===== config.mk =====
export PLATFORM = sky130hd
export DESIGN_NAME = uart_mmio_ctrl_flat
export DESIGN_NICKNAME = d
export VERILOG_FILES = /design/src/rtl/uart_mmio_ctrl_if.sv /design/src/rtl/uart_mmio_ctrl.sv /design/src/flat_wrapper.sv
export SDC_FILE = /design/constraint.sdc
export NUM_CORES = 1
export LEC_CHECK = 0
export ABC_AREA = 0
export CAP_MARGIN = 20
export CELL_PAD_IN_SITES_DETAIL_PLACEMENT = 1
export CELL_PAD_IN_SITES_GLOBAL_PLACEMENT = 1
export CORE_ASPECT_RATIO = 1.5
export CORE_UTILIZATION = 40
export DETAILED_ROUTE_END_ITERATION = 12
export HOLD_SLACK_MARGIN = 0.08
export PLACE_DENSITY_LB_ADDON = 0.1
export SYNTH_ARGS = -nofsm -noshare
export SYNTH_HDL_FRONTEND = slang
export SYNTH_SLANG_ARGS = --single-unit

===== constraint.sdc =====
create_clock -name clk -period 6.9 [get_ports clk]
set_clock_uncertainty 0.05 [all_clocks]
set_input_delay 1.38 -clock clk [delete_from_list [all_inputs] [get_ports clk]]
set_output_delay 1.38 -clock clk [all_outputs]
set_load 0.01 [all_outputs]

===== src/rtl/uart_mmio_ctrl_if.sv =====
// Data-memory bus between the core's memory stage and the UART register window.
interface uart_mmio_ctrl_if;
  logic [3:0]  mem_en;
  logic        mem_wea;
  logic        mem_rea;
  logic [31:0] mem_addr;
  logic [31:0] mem_din;
  logic [31:0] mem_dout;

  modport master (output mem_en, mem_wea, mem_rea, mem_addr, mem_din, input mem_dout);
  modport slave  (input mem_en, mem_wea, mem_rea, mem_addr, mem_din, output mem_dout);
endinterface


===== src/rtl/uart_mmio_ctrl.sv =====
// Memory-mapped UART: 16-byte register window, TX FIFO + serialiser, RX deserialiser + buffer, level IRQ.
// Define UART_RX_FIFO_EN for an RX FIFO of FIFO_DEPTH entries; otherwise RX uses a single holding register.
module uart_mmio_ctrl #(
  parameter logic [31:0] BASE_ADDR    = 32'h0000_1000,
  parameter int          CLKS_PER_BIT = 868,
  parameter int          FIFO_DEPTH   = 8
) (
  input  logic             clk,
  input  logic             Rst,
  uart_mmio_ctrl_if.slave  bus,
  input  logic             rx,
  output logic             tx,
  output logic             uart_IRQ
);
  localparam int PW = $clog2(FIFO_DEPTH);
  localparam int CW = $clog2(CLKS_PER_BIT);
  localparam logic [CW-1:0] BIT_LAST  = CW'(CLKS_PER_BIT - 1);
  localparam logic [CW-1:0] HALF_LAST = CW'(CLKS_PER_BIT / 2 - 1);

  typedef enum logic [1:0] {S_IDLE, S_START, S_DATA, S_STOP} state_t;

  logic       w_hit, w_wr_tx, w_wr_stat, w_wr_ctrl, w_rd_rx;
  logic [1:0] w_sel;
  assign w_hit     = (bus.mem_addr[31:4] == BASE_ADDR[31:4]);
  assign w_sel     = bus.mem_addr[3:2];
  assign w_wr_tx   = w_hit & bus.mem_wea & (w_sel == 2'd0) & bus.mem_en[0];
  assign w_rd_rx   = w_hit & bus.mem_rea & (w_sel == 2'd1);
  assign w_wr_stat = w_hit & bus.mem_wea & (w_sel == 2'd2);
  assign w_wr_ctrl = w_hit & bus.mem_wea & (w_sel == 2'd3) & bus.mem_en[0];

  logic w_unused;
  assign w_unused = ^{bus.mem_en[3:1], bus.mem_din[31:8], bus.mem_addr[1:0]};

  // ---------------- TX FIFO ----------------
  logic [7:0]  r_tx_mem [FIFO_DEPTH];
  logic [PW-1:0] r_tx_wp, r_tx_rp;
  logic [PW:0] r_tx_cnt;
  logic        w_tx_empty, w_tx_full, w_tx_push, w_tx_pop, w_tx_drop;
  assign w_tx_empty = (r_tx_cnt == '0);
  assign w_tx_full  = (r_tx_cnt == (PW+1)'(FIFO_DEPTH));
  assign w_tx_push  = w_wr_tx & (~w_tx_full | w_tx_pop);
  assign w_tx_drop  = w_wr_tx & w_tx_full & ~w_tx_pop;

  // NOTE: storage arrays carry no reset; the pointers and count alone define which entries are valid.
  always_ff @(posedge clk) begin
    if (w_tx_push) r_tx_mem[r_tx_wp] <= bus.mem_din[7:0];
  end

  always_ff @(posedge clk) begin
    if (Rst) begin
      r_tx_wp  <= '0;
      r_tx_rp  <= '0;
      r_tx_cnt <= '0;
    end else begin
      if (w_tx_push) r_tx_wp <= r_tx_wp + PW'(1);
      if (w_tx_pop)  r_tx_rp <= r_tx_rp + PW'(1);
      case ({w_tx_push, w_tx_pop})
        2'b10:   r_tx_cnt <= r_tx_cnt + (PW+1)'(1);
        2'b01:   r_tx_cnt <= r_tx_cnt - (PW+1)'(1);
        default: ;
      endcase
    end
  end

  // ---------------- TX serialiser ----------------
  state_t        r_tx_state, w_tx_state_nxt;
  logic [CW-1:0] r_tx_clk;
  logic [2:0]    r_tx_bit;
  logic [7:0]    r_tx_shift;
  logic          r_tx, w_tx_line, w_tx_bit_end, w_tx_busy;
  assign w_tx_bit_end = (r_tx_clk == BIT_LAST);
  assign w_tx_busy    = (r_tx_state != S_IDLE);

  // NOTE: every always_comb output gets a default first so no path can infer a latch.
  always_comb begin
    w_tx_state_nxt = r_tx_state;
    w_tx_pop       = 1'b0;
    w_tx_line      = 1'b1;
    case (r_tx_state)
      S_IDLE:  if (!w_tx_empty) begin
                 w_tx_state_nxt = S_START;
                 w_tx_pop       = 1'b1;
               end
      S_START: begin
                 w_tx_line = 1'b0;
                 if (w_tx_bit_end) w_tx_state_nxt = S_DATA;
               end
      S_DATA:  begin
                 w_tx_line = r_tx_shift[0];
                 if (w_tx_bit_end && r_tx_bit == 3'd7) w_tx_state_nxt = S_STOP;
               end
      S_STOP:  if (w_tx_bit_end) begin
                 if (!w_tx_empty) begin
                   w_tx_state_nxt = S_START;
                   w_tx_pop       = 1'b1;
                 end else begin
                   w_tx_state_nxt = S_IDLE;
                 end
               end
      default: w_tx_state_nxt = S_IDLE;
    endcase
  end

  always_ff @(posedge clk) begin
    if (Rst) r_tx_state <= S_IDLE;
    else     r_tx_state <= w_tx_state_nxt;
  end

  always_ff @(posedge clk) begin
    if (Rst) begin
      r_tx_clk   <= '0;
      r_tx_bit   <= '0;
      r_tx_shift <= '0;
      r_tx       <= 1'b1;
    end else begin
      r_tx <= w_tx_line;
      if (w_tx_pop)                                r_tx_shift <= r_tx_mem[r_tx_rp];
      else if (r_tx_state == S_DATA && w_tx_bit_end) r_tx_shift <= r_tx_shift >> 1;
      if (r_tx_state == S_IDLE || w_tx_bit_end)    r_tx_clk <= '0;
      else                                         r_tx_clk <= r_tx_clk + CW'(1);
      if (r_tx_state != S_DATA)                    r_tx_bit <= '0;
      else if (w_tx_bit_end)                       r_tx_bit <= r_tx_bit + 3'd1;
    end
  end
  assign tx = r_tx;

  // ---------------- RX synchroniser and deserialiser ----------------
  logic r_rx_meta, r_rx_sync, r_rx_prev;
  always_ff @(posedge clk) begin
    if (Rst) begin
      r_rx_meta <= 1'b1;
      r_rx_sync <= 1'b1;
      r_rx_prev <= 1'b1;
    end else begin
      r_rx_meta <= rx;
      r_rx_sync <= r_rx_meta;
      r_rx_prev <= r_rx_sync;
    end
  end

  state_t        r_rx_state, w_rx_state_nxt;
  logic [CW-1:0] r_rx_clk;
  logic [2:0]    r_rx_bit;
  logic [7:0]    r_rx_shift;
  logic          w_rx_half, w_rx_bit_end, w_rx_stop_smp;
  assign w_rx_half    = (r_rx_clk == HALF_LAST);
  assign w_rx_bit_end = (r_rx_clk == BIT_LAST);

  always_comb begin
    w_rx_state_nxt = r_rx_state;
    w_rx_stop_smp  = 1'b0;
    case (r_rx_state)
      S_IDLE:  if (r_rx_prev && !r_rx_sync) w_rx_state_nxt = S_START;
      S_START: if (w_rx_half) w_rx_state_nxt = r_rx_sync ? S_IDLE : S_DATA;
      S_DATA:  if (w_rx_bit_end && r_rx_bit == 3'd7) w_rx_state_nxt = S_STOP;
      S_STOP:  if (w_rx_bit_end) begin
                 w_rx_state_nxt = S_IDLE;
                 w_rx_stop_smp  = 1'b1;
               end
      default: w_rx_state_nxt = S_IDLE;
    endcase
  end

  always_ff @(posedge clk) begin
    if (Rst) r_rx_state <= S_IDLE;
    else     r_rx_state <= w_rx_state_nxt;
  end

  // START counts to the bit midpoint; later states count whole bits from there.
  always_ff @(posedge clk) begin
    if (Rst) begin
      r_rx_clk   <= '0;
      r_rx_bit   <= '0;
      r_rx_shift <= '0;
    end else begin
      if (r_rx_state == S_IDLE || (r_rx_state == S_START && w_rx_half) ||
          (r_rx_state != S_START && w_rx_bit_end))
        r_rx_clk <= '0;
      else
        r_rx_clk <= r_rx_clk + CW'(1);
      if (r_rx_state != S_DATA) r_rx_bit <= '0;
      else if (w_rx_bit_end) begin
        r_rx_bit   <= r_rx_bit + 3'd1;
        r_rx_shift <= {r_rx_sync, r_rx_shift[7:1]};
      end
    end
  end

  // ---------------- RX buffer ----------------
  logic       w_rx_empty, w_rx_full, w_rx_push_req, w_rx_push, w_rx_pop, w_rx_drop;
  logic [7:0] w_rx_head;
  assign w_rx_push_req = w_rx_stop_smp & r_rx_sync;
  assign w_rx_pop      = w_rd_rx & ~w_rx_empty;
  assign w_rx_push     = w_rx_push_req & (~w_rx_full | w_rx_pop);
  assign w_rx_drop     = w_rx_push_req & w_rx_full & ~w_rx_pop;

`ifdef UART_RX_FIFO_EN
  logic [7:0]    r_rx_mem [FIFO_DEPTH];
  logic [PW-1:0] r_rx_wp, r_rx_rp;
  logic [PW:0]   r_rx_cnt;
  assign w_rx_empty = (r_rx_cnt == '0);
  assign w_rx_full  = (r_rx_cnt == (PW+1)'(FIFO_DEPTH));
  assign w_rx_head  = r_rx_mem[r_rx_rp];

  always_ff @(posedge clk) begin
    if (w_rx_push) r_rx_mem[r_rx_wp] <= r_rx_shift;
  end

  always_ff @(posedge clk) begin
    if (Rst) begin
      r_rx_wp  <= '0;
      r_rx_rp  <= '0;
      r_rx_cnt <= '0;
    end else begin
      if (w_rx_push) r_rx_wp <= r_rx_wp + PW'(1);
      if (w_rx_pop)  r_rx_rp <= r_rx_rp + PW'(1);
      case ({w_rx_push, w_rx_pop})
        2'b10:   r_rx_cnt <= r_rx_cnt + (PW+1)'(1);
        2'b01:   r_rx_cnt <= r_rx_cnt - (PW+1)'(1);
        default: ;
      endcase
    end
  end
`else
  logic [7:0] r_rx_hold;
  logic       r_rx_valid;
  assign w_rx_empty = ~r_rx_valid;
  assign w_rx_full  = r_rx_valid;
  assign w_rx_head  = r_rx_hold;

  always_ff @(posedge clk) begin
    if (Rst) begin
      r_rx_hold  <= '0;
      r_rx_valid <= 1'b0;
    end else begin
      if (w_rx_push)     r_rx_hold  <= r_rx_shift;
      if (w_rx_push)     r_rx_valid <= 1'b1;
      else if (w_rx_pop) r_rx_valid <= 1'b0;
    end
  end
`endif

  // ---------------- Registers, read mux, IRQ ----------------
  logic        r_tx_ovf, r_rx_ovr, r_frame_err, r_irq;
  logic [1:0]  r_ctrl;
  logic [31:0] r_dout, w_rdata, w_status;
  assign w_status = {24'h0, r_frame_err, r_rx_ovr, r_tx_ovf, w_tx_busy,
                     w_rx_full, w_rx_empty, w_tx_full, w_tx_empty};

  always_comb begin
    w_rdata = '0;
    case (w_sel)
      2'd1:    w_rdata = w_rx_empty ? 32'h0 : {24'h0, w_rx_head};
      2'd2:    w_rdata = w_status;
      2'd3:    w_rdata = {30'h0, r_ctrl};
      default: w_rdata = '0;
    endcase
  end

  // Sticky flags: a set in the same cycle as its write-1-to-clear wins.
  always_ff @(posedge clk) begin
    if (Rst) begin
      r_tx_ovf    <= 1'b0;
      r_rx_ovr    <= 1'b0;
      r_frame_err <= 1'b0;
      r_ctrl      <= '0;
      r_irq       <= 1'b0;
      r_dout      <= '0;
    end else begin
      r_tx_ovf    <= w_tx_drop | (r_tx_ovf & ~(w_wr_stat & bus.mem_din[5]));
      r_rx_ovr    <= w_rx_drop | (r_rx_ovr & ~(w_wr_stat & bus.mem_din[6]));
      r_frame_err <= (w_rx_stop_smp & ~r_rx_sync) |
                     (r_frame_err & ~(w_wr_stat & bus.mem_din[7]));
      if (w_wr_ctrl) r_ctrl <= bus.mem_din[1:0];
      r_irq <= (r_ctrl[0] & ~w_rx_empty) | (r_ctrl[1] & w_tx_empty & ~w_tx_busy);
      if (bus.mem_rea || bus.mem_wea)
        r_dout <= (w_hit && bus.mem_rea) ? w_rdata : 32'h0;
    end
  end

  assign bus.mem_dout = r_dout;
  assign uart_IRQ     = r_irq;
endmodule


===== src/flat_wrapper.sv =====
// flat-port wrapper written by rule: the top's interface ports become plain ports
module uart_mmio_ctrl_flat 
#(
  parameter logic [31:0] BASE_ADDR    = 32'h0000_1000,
  parameter int          CLKS_PER_BIT = 868,
  parameter int          FIFO_DEPTH   = 8
)
  (clk, Rst, rx, tx, uart_IRQ, bus_mem_en, bus_mem_wea, bus_mem_rea, bus_mem_addr, bus_mem_din, bus_mem_dout);
  uart_mmio_ctrl_if bus_i ();
  input  logic clk;
  input  logic Rst;
  input  logic rx;
  output logic tx;
  output logic uart_IRQ;
  input wire logic [$bits(bus_i.mem_en)-1:0] bus_mem_en;
  input wire logic [$bits(bus_i.mem_wea)-1:0] bus_mem_wea;
  input wire logic [$bits(bus_i.mem_rea)-1:0] bus_mem_rea;
  input wire logic [$bits(bus_i.mem_addr)-1:0] bus_mem_addr;
  input wire logic [$bits(bus_i.mem_din)-1:0] bus_mem_din;
  output wire logic [$bits(bus_i.mem_dout)-1:0] bus_mem_dout;
  assign bus_i.mem_en = bus_mem_en;
  assign bus_i.mem_wea = bus_mem_wea;
  assign bus_i.mem_rea = bus_mem_rea;
  assign bus_i.mem_addr = bus_mem_addr;
  assign bus_i.mem_din = bus_mem_din;
  assign bus_mem_dout = bus_i.mem_dout;
  uart_mmio_ctrl #(.BASE_ADDR(BASE_ADDR), .CLKS_PER_BIT(CLKS_PER_BIT), .FIFO_DEPTH(FIFO_DEPTH)) u_core (.clk(clk), .Rst(Rst), .bus(bus_i), .rx(rx), .tx(tx), .uart_IRQ(uart_IRQ));
endmodule

# [Word-level counts from Yosys, hierarchy flattened]
# Memory sizes are Yosys's and may differ from the RTL's. A register that Yosys moved wholly into a read port is not among the register bits.
# Index checks and enable logic that the tools add are counted.
[classes] muxes=30 shift=0 div=0 multipliers=0 order_cmp=0 bitwise=42 n_reduce_logical=27 eq_ne=29 add_sub_neg=8
[ops] operator="$pmux 32 s3" n=1
[ops] operator="$mux 32" n=1
[ops] operator="$eq 28x9->1 const B" n=1
[ops] operator="$and 1x1->1" n=26
[ops] operator="$mux 8" n=3
[ops] operator="$add 10x1->10 const B" n=2
[ops] operator="$eq 10x10->1 const B" n=2
[ops] operator="$mux 2" n=9
[ops] operator="$ne 2x1->1 const B" n=8
[ops] operator="$pmux 2 s4" n=2
[ops] operator="$eq 2x2->1 const B" n=7
[ops] operator="$add 3x1->3 const B" n=4
[ops] operator="$eq 10x9->1 const B" n=1
[ops] operator="$not 1->1" n=10
[ops] operator="$mux 1" n=9
[ops] operator="$eq 2x1->1 const B" n=4
[ops] operator="$pmux 4 s2" n=1
[ops] operator="$reduce_and 4->1" n=2
[ops] operator="$reduce_bool 2->1" n=4
[ops] operator="$reduce_or 2->1" n=4
[ops] operator="$logic_and 1x1->1" n=7
[ops] operator="$eq 3x3->1 const B" n=2
[ops] operator="$logic_not 2->1" n=3
[ops] operator="$mux 3" n=2
[ops] operator="10 further kinds" n=21
[totals] latchBits=0 mem_count=1 inputBits=73 reg_bits=107 romBits=0 ram_bits=64
[memory_table] memory="u_core.r_tx_mem" depth=8 width=8 read_ports=1 rd_clocked_by_memory_dff=1 write_ports=1 line="uart_mmio_ctrl.sv:35" text="logic [7:0] r_tx_mem [FIFO_DEPTH];"

# [Longest topological paths before layout]
# Gate-level depths: netlist (run 1).
[logic_depth] ltp_word=8 mapped_depth=11 ltp_nobuf=11

# [Worst setup path before layout (run 1)]
# Ideal clock, no wire load.
[synth_timing] kind="in2reg" from="in bus_mem_addr[13]" to="reg u_core.r_tx_cnt[3]" arrival_time_ns=3.654 setup_ns=0.121 path_buffers=0 cell_stages=10 slack_ns=3.075 path_cell_list="nor4b_1 nand4_1 or3_1 nand2b_1 inv_1 ha_1 a21o_1 a21oi_1 mux2i_1 mux2_2"
[synth_between] elab_chain_len=7
[synth_rtl] element="start, declared" line="flat_wrapper.sv:18" text="input wire logic [$bits(bus_i.mem_addr)-1:0] bus_mem_addr;"
[synth_rtl] element="$eq 28x9->1 (*)" line="uart_mmio_ctrl.sv:24" text="assign w_hit = (bus.mem_addr[31:4] == BASE_ADDR[31:4]);"
[synth_rtl] element="$and 1x1->1 (*) (3 in a row)" line="uart_mmio_ctrl.sv:26" text="assign w_wr_tx = w_hit & bus.mem_wea & (w_sel == 2'd0) & bus.mem_en[0];"
[synth_rtl] element="$and 1x1->1 (*)" line="uart_mmio_ctrl.sv:41" text="assign w_tx_push = w_wr_tx & (~w_tx_full | w_tx_pop);"
[synth_rtl] element="$eq 2x1->1 or $eq 2x2->1 (tied branches)" line="uart_mmio_ctrl.sv:57" text="case ({w_tx_push, w_tx_pop})"
[synth_rtl] element="$pmux 4 s2 or $reduce_bool 2->1 (tied branches)"
[synth_rtl] element="end signal, assigned" line="uart_mmio_ctrl.sv:58" text="2'b10: r_tx_cnt <= r_tx_cnt + (PW+1)'(1);"
[synth_rtl] element="end signal, assigned" line="uart_mmio_ctrl.sv:59" text="2'b01: r_tx_cnt <= r_tx_cnt - (PW+1)'(1);"
[synth_rtl] element="end, declared" line="uart_mmio_ctrl.sv:37" text="logic [PW:0] r_tx_cnt;"
# Every way passes the cells marked *; elsewhere a longest branch is shown, timed or not.
# A chain may end at the register's enable or synchronous reset.

# [Worst setup path after layout (run 1)]
[layout_timing] from="in bus_mem_addr[27]" to="reg u_core.r_tx_cnt[3]"
# The elaborated chain is that of the path after synthesis.

==> results of run 1 <==
layout make-up:
| type | instances | share of cell area (%) |
|---|---|---|
| Tap cell | 203 | 3.28 |
| Timing Repair Buffer | 62 | 7.81 |
| Clock buffer | 17 | 5.49 |
| Multi-Input combinational cell | 373 | 33.5 |
| Sequential cell | 150 | 47.0 |
| Clock inverter | 15 | 2.11 |
| Inverter | 17 | 0.823 |
worst max-delay path by stage:
stage	startpoint	to	slack, ps	depth (start not counted)
6_report	bus_mem_addr[27]	u_core.r_tx_cnt[3]$_SDFFE_PP0P_	2670	11
5_1_grt	bus_mem_addr[5]	u_core.r_tx_cnt[3]$_SDFFE_PP0P_	2360	11
4_1_cts	bus_mem_addr[27]	u_core.r_tx_cnt[3]$_SDFFE_PP0P_	2620	11
3_5_place_dp	bus_mem_addr[27]	u_core.r_tx_mem[6][2]$_DFFE_PP_	2140	7
3_3_place_gp	bus_mem_addr[13]	u_core.r_tx_cnt[3]$_SDFFE_PP0P_	2220	11
2_1_floorplan	bus_mem_addr[13]	u_core.r_tx_cnt[3]$_SDFFE_PP0P_	3070	10
cell families (layout without fill, tap and decap cells):
group                    count (synthesis)  count (layout)  share of synthesized area [%]
other                                    1              24                         0.0578
XOR/XNOR                                23              23                           3.10
adder cells (fa/ha/maj)                 17              17                           3.39
AND/OR/NAND/NOR                        204             204                           15.3
flip-flops                             150             150                           56.2
AO/OA/AOI/OAI                           61              61                           6.79
multiplexers                            44              44                           9.89
buffers and inverters                   63             111                           5.34
cell usage in the layout (no fill, tap or decap), drive strengths merged, types with 4 or more instances in the layout:
| master | n |
|---|---|
| a211oi | 8 |
| a21oi | 12 |
| a22oi | 5 |
| a311oi | 8 |
| and3 | 4 |
| buf | 10 |
| clkbuf | 17 |
| clkdlybuf4s50 | 52 |
| conb | 24 |
| dfxtp | 86 |
| edfxtp | 64 |
| ha | 16 |
| inv | 27 |
| mux2i | 27 |
| mux4 | 16 |
| nand2 | 43 |
| nand2b | 5 |
| nand3 | 23 |
| nand4 | 4 |
| nor2 | 76 |
| nor2b | 11 |
| nor3 | 9 |
| nor4 | 12 |
| o21ai | 6 |
| or3 | 4 |
| xnor2 | 9 |
| xor2 | 14 |
sequential cells by signal (all words and copies together) (netlist names), 2 cells and up, named ones only:
| register | count |
|---|---|
| u_core.r_rx_bit | 3 |
| u_core.r_tx_state | 2 |
| u_core.r_tx_shift | 8 |
| u_core.r_tx_wp | 3 |
| u_core.r_tx_mem | 64 |
| u_core.r_tx_cnt | 4 |
| u_core.r_ctrl | 2 |
| u_core.r_tx_clk | 10 |
| u_core.bus.mem_dout | 8 |
| u_core.r_rx_clk | 10 |
| u_core.r_rx_shift | 8 |
| u_core.r_tx_bit | 3 |
| u_core.r_rx_hold | 8 |
| u_core.r_tx_rp | 3 |
worst max-delay path, cell delays in order:
cell and delay (ps):
clkdlybuf4s50_1 390, nor4_1 450, nand3_1 300, or3_1 460, nand2b_1 190, inv_1 90
ha_1 280, a21o_1 180, a21oi_1 200, mux2i_1 220, mux2_2 340
through the flow:
stage	util (%)	hold slack, ps
6_report	49.2	363
5_1_grt	49.2	402
4_1_cts	49.0	364
3_5_place_dp	45.3	344
3_3_place_gp	45.3	350
2_1_floorplan	-	339
power breakdown:
| part | switching [mW] | leakage [nW] | internal [mW] |
|---|---|---|---|
| combinational | 0.285 | 1.14 | 0.189 |
| sequential | 0.0402 | 1.27 | 0.973 |
| clock | 0.420 | 0.285 | 0.488 |
per-layer routing:
metal	vias up	global-route usage, %	share of wire [%]
met5	-	0	0
met4	0	6.75	1.7
met3	15	3.62	3.6
met2	107	35.3	56
met1	2139	19.4	39
li1	2100	-	-
==> reports/metrics.cfg, run 1 <==
[worst_setup_path]
path_max_fanout=6
end_kind=flop
crit_required_ps=7150
crit_arrival_ps=4480
regToRegStartpoint=u_core.r_tx_cnt[0]$_SDFFE_PP0P_
rrSetupSlack_ps=3420
start_kind=input port
worstSetupPathType=input port to flop
r2r_cells=11
rr_endpoint=u_core.r_tx_cnt[3]$_SDFFE_PP0P_

[timing]
setup_viol=0
slew_headroom_pct=35.2
rsz0062_at_grt=no
setup_ws_ps=2670
finalSetupTns_ps=0
finalHoldViolations=0
period_minus_slack_ps=4230
post-route-period-util_pct=61.3
tightest_slew_ps=965
slew_viol_final=0
fmax_mhz=236

[die]
start_util_pct=41.2
dieArea_um2=16700
core_um2=15800
io_pins=107
rows=56
die_h_um=158
fp.dieW_um=106

[synthesis]
synth_warnings=0
synth.distinct_cells=56
synthTopCellsByArea=edfxtp_1 30%, dfxtp_1 27%, mux4_2 5.6%
synth_ff_type=dfxtp_1
synth_edf_count=64
avgSynthCellArea_um2=11.5
yosysSeqAreaShare_pct=56.2
ys_top_cells_by_count=86 x dfxtp_1, 75 x nor2_1, 64 x edfxtp_1, 42 x nand2_1, 27 x mux2i_1
async_reset_ff_share_pct=0
synth_seq_cells=150
syn_inst=563
synth.most_common_cell=dfxtp_1
synth_top_area_share_pct=29.6
yosys.area.top_type=edfxtp_1
synth_area_um2=6490

[hold_path]
min_path_type=flop to flop
hp-start=u_core.r_rx_meta$_SDFF_PP1_
min_path_cells=1
min_to=u_core.r_rx_sync$_SDFF_PP1_

[cells_and_area]
nFillCells=1665
syn2layout_area_growth_pct=19.4
final_nets=711
seq_area_um2=3640
multi_input_area_um2=2590
final_layout_size_suffix_gt1_share_pct=10.9
instances_no_fill=837
num_antenna_cells=0
post-route-cell-area_um2=7750

[grt]
grt_pass1_wl_um=23400
grt_pass1_vias=4700
antenna_found_initial=0
grt_max_degree=61
grt_usage_pct=18.3
gr-total-overflow=0

[power]
ir_worst_vdd_uv=147
fin_total_pwr_mw=2.40
power-per-cell-area_nw_per_um2=309
p_leak_nw=2.69

[clock_tree]
clk-insertion-delay-late_ps=420
numCtsBuffers=17
cts-root-buf=clkbuf_16
cts_tree=yes
h-tree-depth=4
clkSinkCount=150
clk_pin_slew_ps=70
cts_resized=0
hold_buffers=0
cts_setup_buffers=0
cts_buffer_depth=2

[status]
status=finished clean

[route]
first_pass_iters=4
vias=4361
vias_per_cell=5.21
drc=0
wl_per_cell_um=16.9
dr.first_iter.drc_count=173
ant_nets=0
drt-total-wl_um=14200

[flow_run]
cap_violations=0

[placed_design]
dp_hpwl_um=10100
dpl.cell_count=804
port_buffers=53
placedInstanceArea_um2=7140
place_ws_ps=2140
gp_congestion=0.767

Power figures use the tool's default switching activity.
==> inputs of run 2 (changes only) <==
- CORE_UTILIZATION: 40 -> 38
- clock period: 6.9 -> 3.65 ns (I/O delays scaled with it)
==> run 2 against run 1 <==
  * Clock power up 91%
  * Final cell count up 3.0%
  * Utilization down 2.3 points
  * Cell area up 1.5%
  * Count of clock-buffer cells in the layout up 2
  * Largest power group unchanged
  * Highest routed layer unchanged
==> reports/metrics.cfg, run 2 (synthesis gave the netlist of run 1 again) <==
[flow_run]
cap_violations=0  ; unchanged

[clock_tree]
clk_pin_slew_ps=60  ; about the same
clk-insertion-delay-late_ps=430  ; about the same
cts_resized=0  ; unchanged
cts_buffer_depth=2  ; unchanged
cts_tree=yes
cts-root-buf=clkbuf_16
h-tree-depth=4  ; unchanged
hold_buffers=0  ; unchanged
clkSinkCount=150  ; unchanged
numCtsBuffers=17  ; unchanged
cts_setup_buffers=0  ; unchanged

[cells_and_area]
mostFrequentLayoutCell=dfxtp_1
largestRegisters=u_core.r_tx_mem x64, u_core.r_rx_clk x10, u_core.r_tx_clk x10
final_layout_size_suffix_gt1_share_pct=13.0  ; +2.2 points
final_cell_mix=86 x dfxtp_1, 75 x nor2_1, 64 x edfxtp_1, 52 x clkdlybuf4s50_1, 42 x nand2_1
syn2layout_area_growth_pct=21.2
nFillCells=1833  ; +10%
post-route-cell-area_um2=7860  ; +1.5%
instances_no_fill=862  ; +3.0%
regMostFlops=u_core.r_tx_mem
seq_area_um2=3640  ; unchanged
final_nets=729  ; +2.5%
largest_reg_flops=64  ; unchanged
multi_input_area_um2=2580  ; -0.34%
num_antenna_cells=0  ; unchanged

[route]
vias_per_cell=5.12  ; -1.8%
dr.first_iter.drc_count=205  ; +18%
vias=4410  ; +1.1%
drc=0  ; unchanged
first_pass_iters=4  ; unchanged
drt-total-wl_um=14400  ; +1.7%
wl_per_cell_um=16.7  ; -1.3%
ant_nets=0  ; unchanged

[worst_setup_path]
critPathMaxStageDelay_ps=400  ; -60 ps
regToRegStartpoint=u_core.r_tx_clk[0]$_SDFF_PP0_
start_kind=input port
worstSetupPathType=input port to flop
crit_required_ps=3920  ; -3230 ps
cp_slowest_cell=clkdlybuf4s50_1
crit_chain=clkdlybuf4s50_1, nor4_1, buf_4, nand3_1, or3_1, nand2b_1, inv_1, ha_1, a21o_1, a21oi_1, mux2i_1, mux2_2
path_max_fanout=2  ; -4
critPathTopFamily=simple AND/OR/NAND/NOR gates
critical_path_buf_inv_count=3  ; +1
startpoint=bus_mem_addr[20]
end_kind=flop
crit_arrival_ps=3460  ; -1020 ps

[timing]
tightest_slew_ps=749  ; -216 ps
fmax_mhz=313
rsz0062_at_grt=no
setup_ws_ps=452  ; -2220 ps
slew_headroom_pct=50.0  ; +15 points
finalHoldViolations=0  ; unchanged
setup_viol=0  ; unchanged
slew_viol_final=0  ; unchanged
holdWs_ps=363  ; -0.681 ps
period_minus_slack_ps=3200
post-route-period-util_pct=87.6

[power]
ir_worst_vdd_uv=366  ; +150%
power-per-cell-area_nw_per_um2=579  ; +87%
fin_total_pwr_mw=4.55  ; +90%
p_leak_nw=2.78  ; +3.1%

[grt]
gr-total-overflow=0  ; unchanged
grt_max_degree=39  ; -36%
grt_usage_pct=18.0  ; -0.25 points
grt_pass1_vias=4673  ; -0.57%
antenna_found_initial=0  ; unchanged
grt_pass1_wl_um=23600  ; +0.91%

[status]
status=finished clean

[die]
die_h_um=162  ; +2.6%
start_util_pct=38.7  ; -2.5 points
io_pins=107  ; unchanged
core_um2=16800  ; +6.3%
fp.dieW_um=109  ; +2.6%
dieArea_um2=17600  ; +5.2%
rows=58  ; +3.6%

[placed_design]
dp_hpwl_um=10300  ; +1.6%
placedInstanceArea_um2=7280  ; +2.0%
dpl.cell_count=830  ; +3.2%
gp_congestion=0.761  ; -0.77%
port_buffers=53  ; unchanged
place_ws_ps=-15.5  ; -2160 ps

[hold_path]
min_path_type=flop to flop
hp-start=u_core.r_rx_meta$_SDFF_PP1_

run 2: cell count changes in the layout (fill, tap and decap cells not counted), sizes merged:
cell | before | now
clkbuf | 17 | 19
bufinv | 0 | 1
clkinvlp | 2 | 1
inv | 27 | 26
clkinv | 3 | 2
buf | 10 | 28
run 2: layer usage:
| layer | GRT usage, % | part of all wire, % | vias to the layer above |
|---|---|---|---|
| met5 | 0 | 0 | - |
| met4 | 7.92 | 2.4 | 0 |
| met3 | 4.86 | 3.3 | 18 |
| met2 | 32.7 | 54 | 85 |
| met1 | 19.2 | 40 | 2171 |
| li1 | - | - | 2136 |
run 2: final cells by class:
cell class | count | share of cell area (%)
inverters | 17 | 0.812
clock buffers | 19 | 5.63
multi-input cells | 373 | 32.9
repair buffers | 80 | 9.26
well taps | 210 | 3.34
flip-flops and latches | 150 | 46.3
clock inverters | 13 | 1.73
run 2: path summary, 6_finish.rpt:
kind	depth (start not counted)	endpoint	slack [ps]
max	12	u_core.r_tx_cnt[3]$_SDFFE_PP0P_	450
min	1	u_core.r_rx_sync$_SDFF_PP1_	360
max reg2reg	11	u_core.r_tx_cnt[3]$_SDFFE_PP0P_	760
min reg2reg	1	u_core.r_rx_sync$_SDFF_PP1_	360
run 2: metrics by stage:
step           utilization, %  setup TNS, ps
2_1_floorplan               -              0
3_3_place_gp             43.4              0
3_5_place_dp             43.4          -15.5
4_1_cts                  46.9              0
5_1_grt                  46.9              0
6_report                 46.9              0
run 2: worst reg2reg max path, delay by kind of cell (launching register included):
| kind | cells | cell delay (ps) |
|---|---|---|
| AO/OA/AOI/OAI | 3 | 530 |
| adder cells (fa/ha/maj) | 2 | 510 |
| buffers and inverters | 1 | 80 |
| flip-flops | 1 | 380 |
| multiplexers | 2 | 560 |
| AND/OR/NAND/NOR | 3 | 660 |
run 2: report_power, final:
part / switching, mW / internal, mW / total, mW
Sequential: 0.0771 / 1.84 / 1.92
Combinational: 0.523 / 0.379 / 0.903
Clock: 0.746 / 0.982 / 1.73
==> inputs of run 3 (changes only) <==
- SETUP_SLACK_MARGIN: default -> 0.15
==> results of run 3 <==
The final DEF is identical to that of run 2; final timing and power are the same.
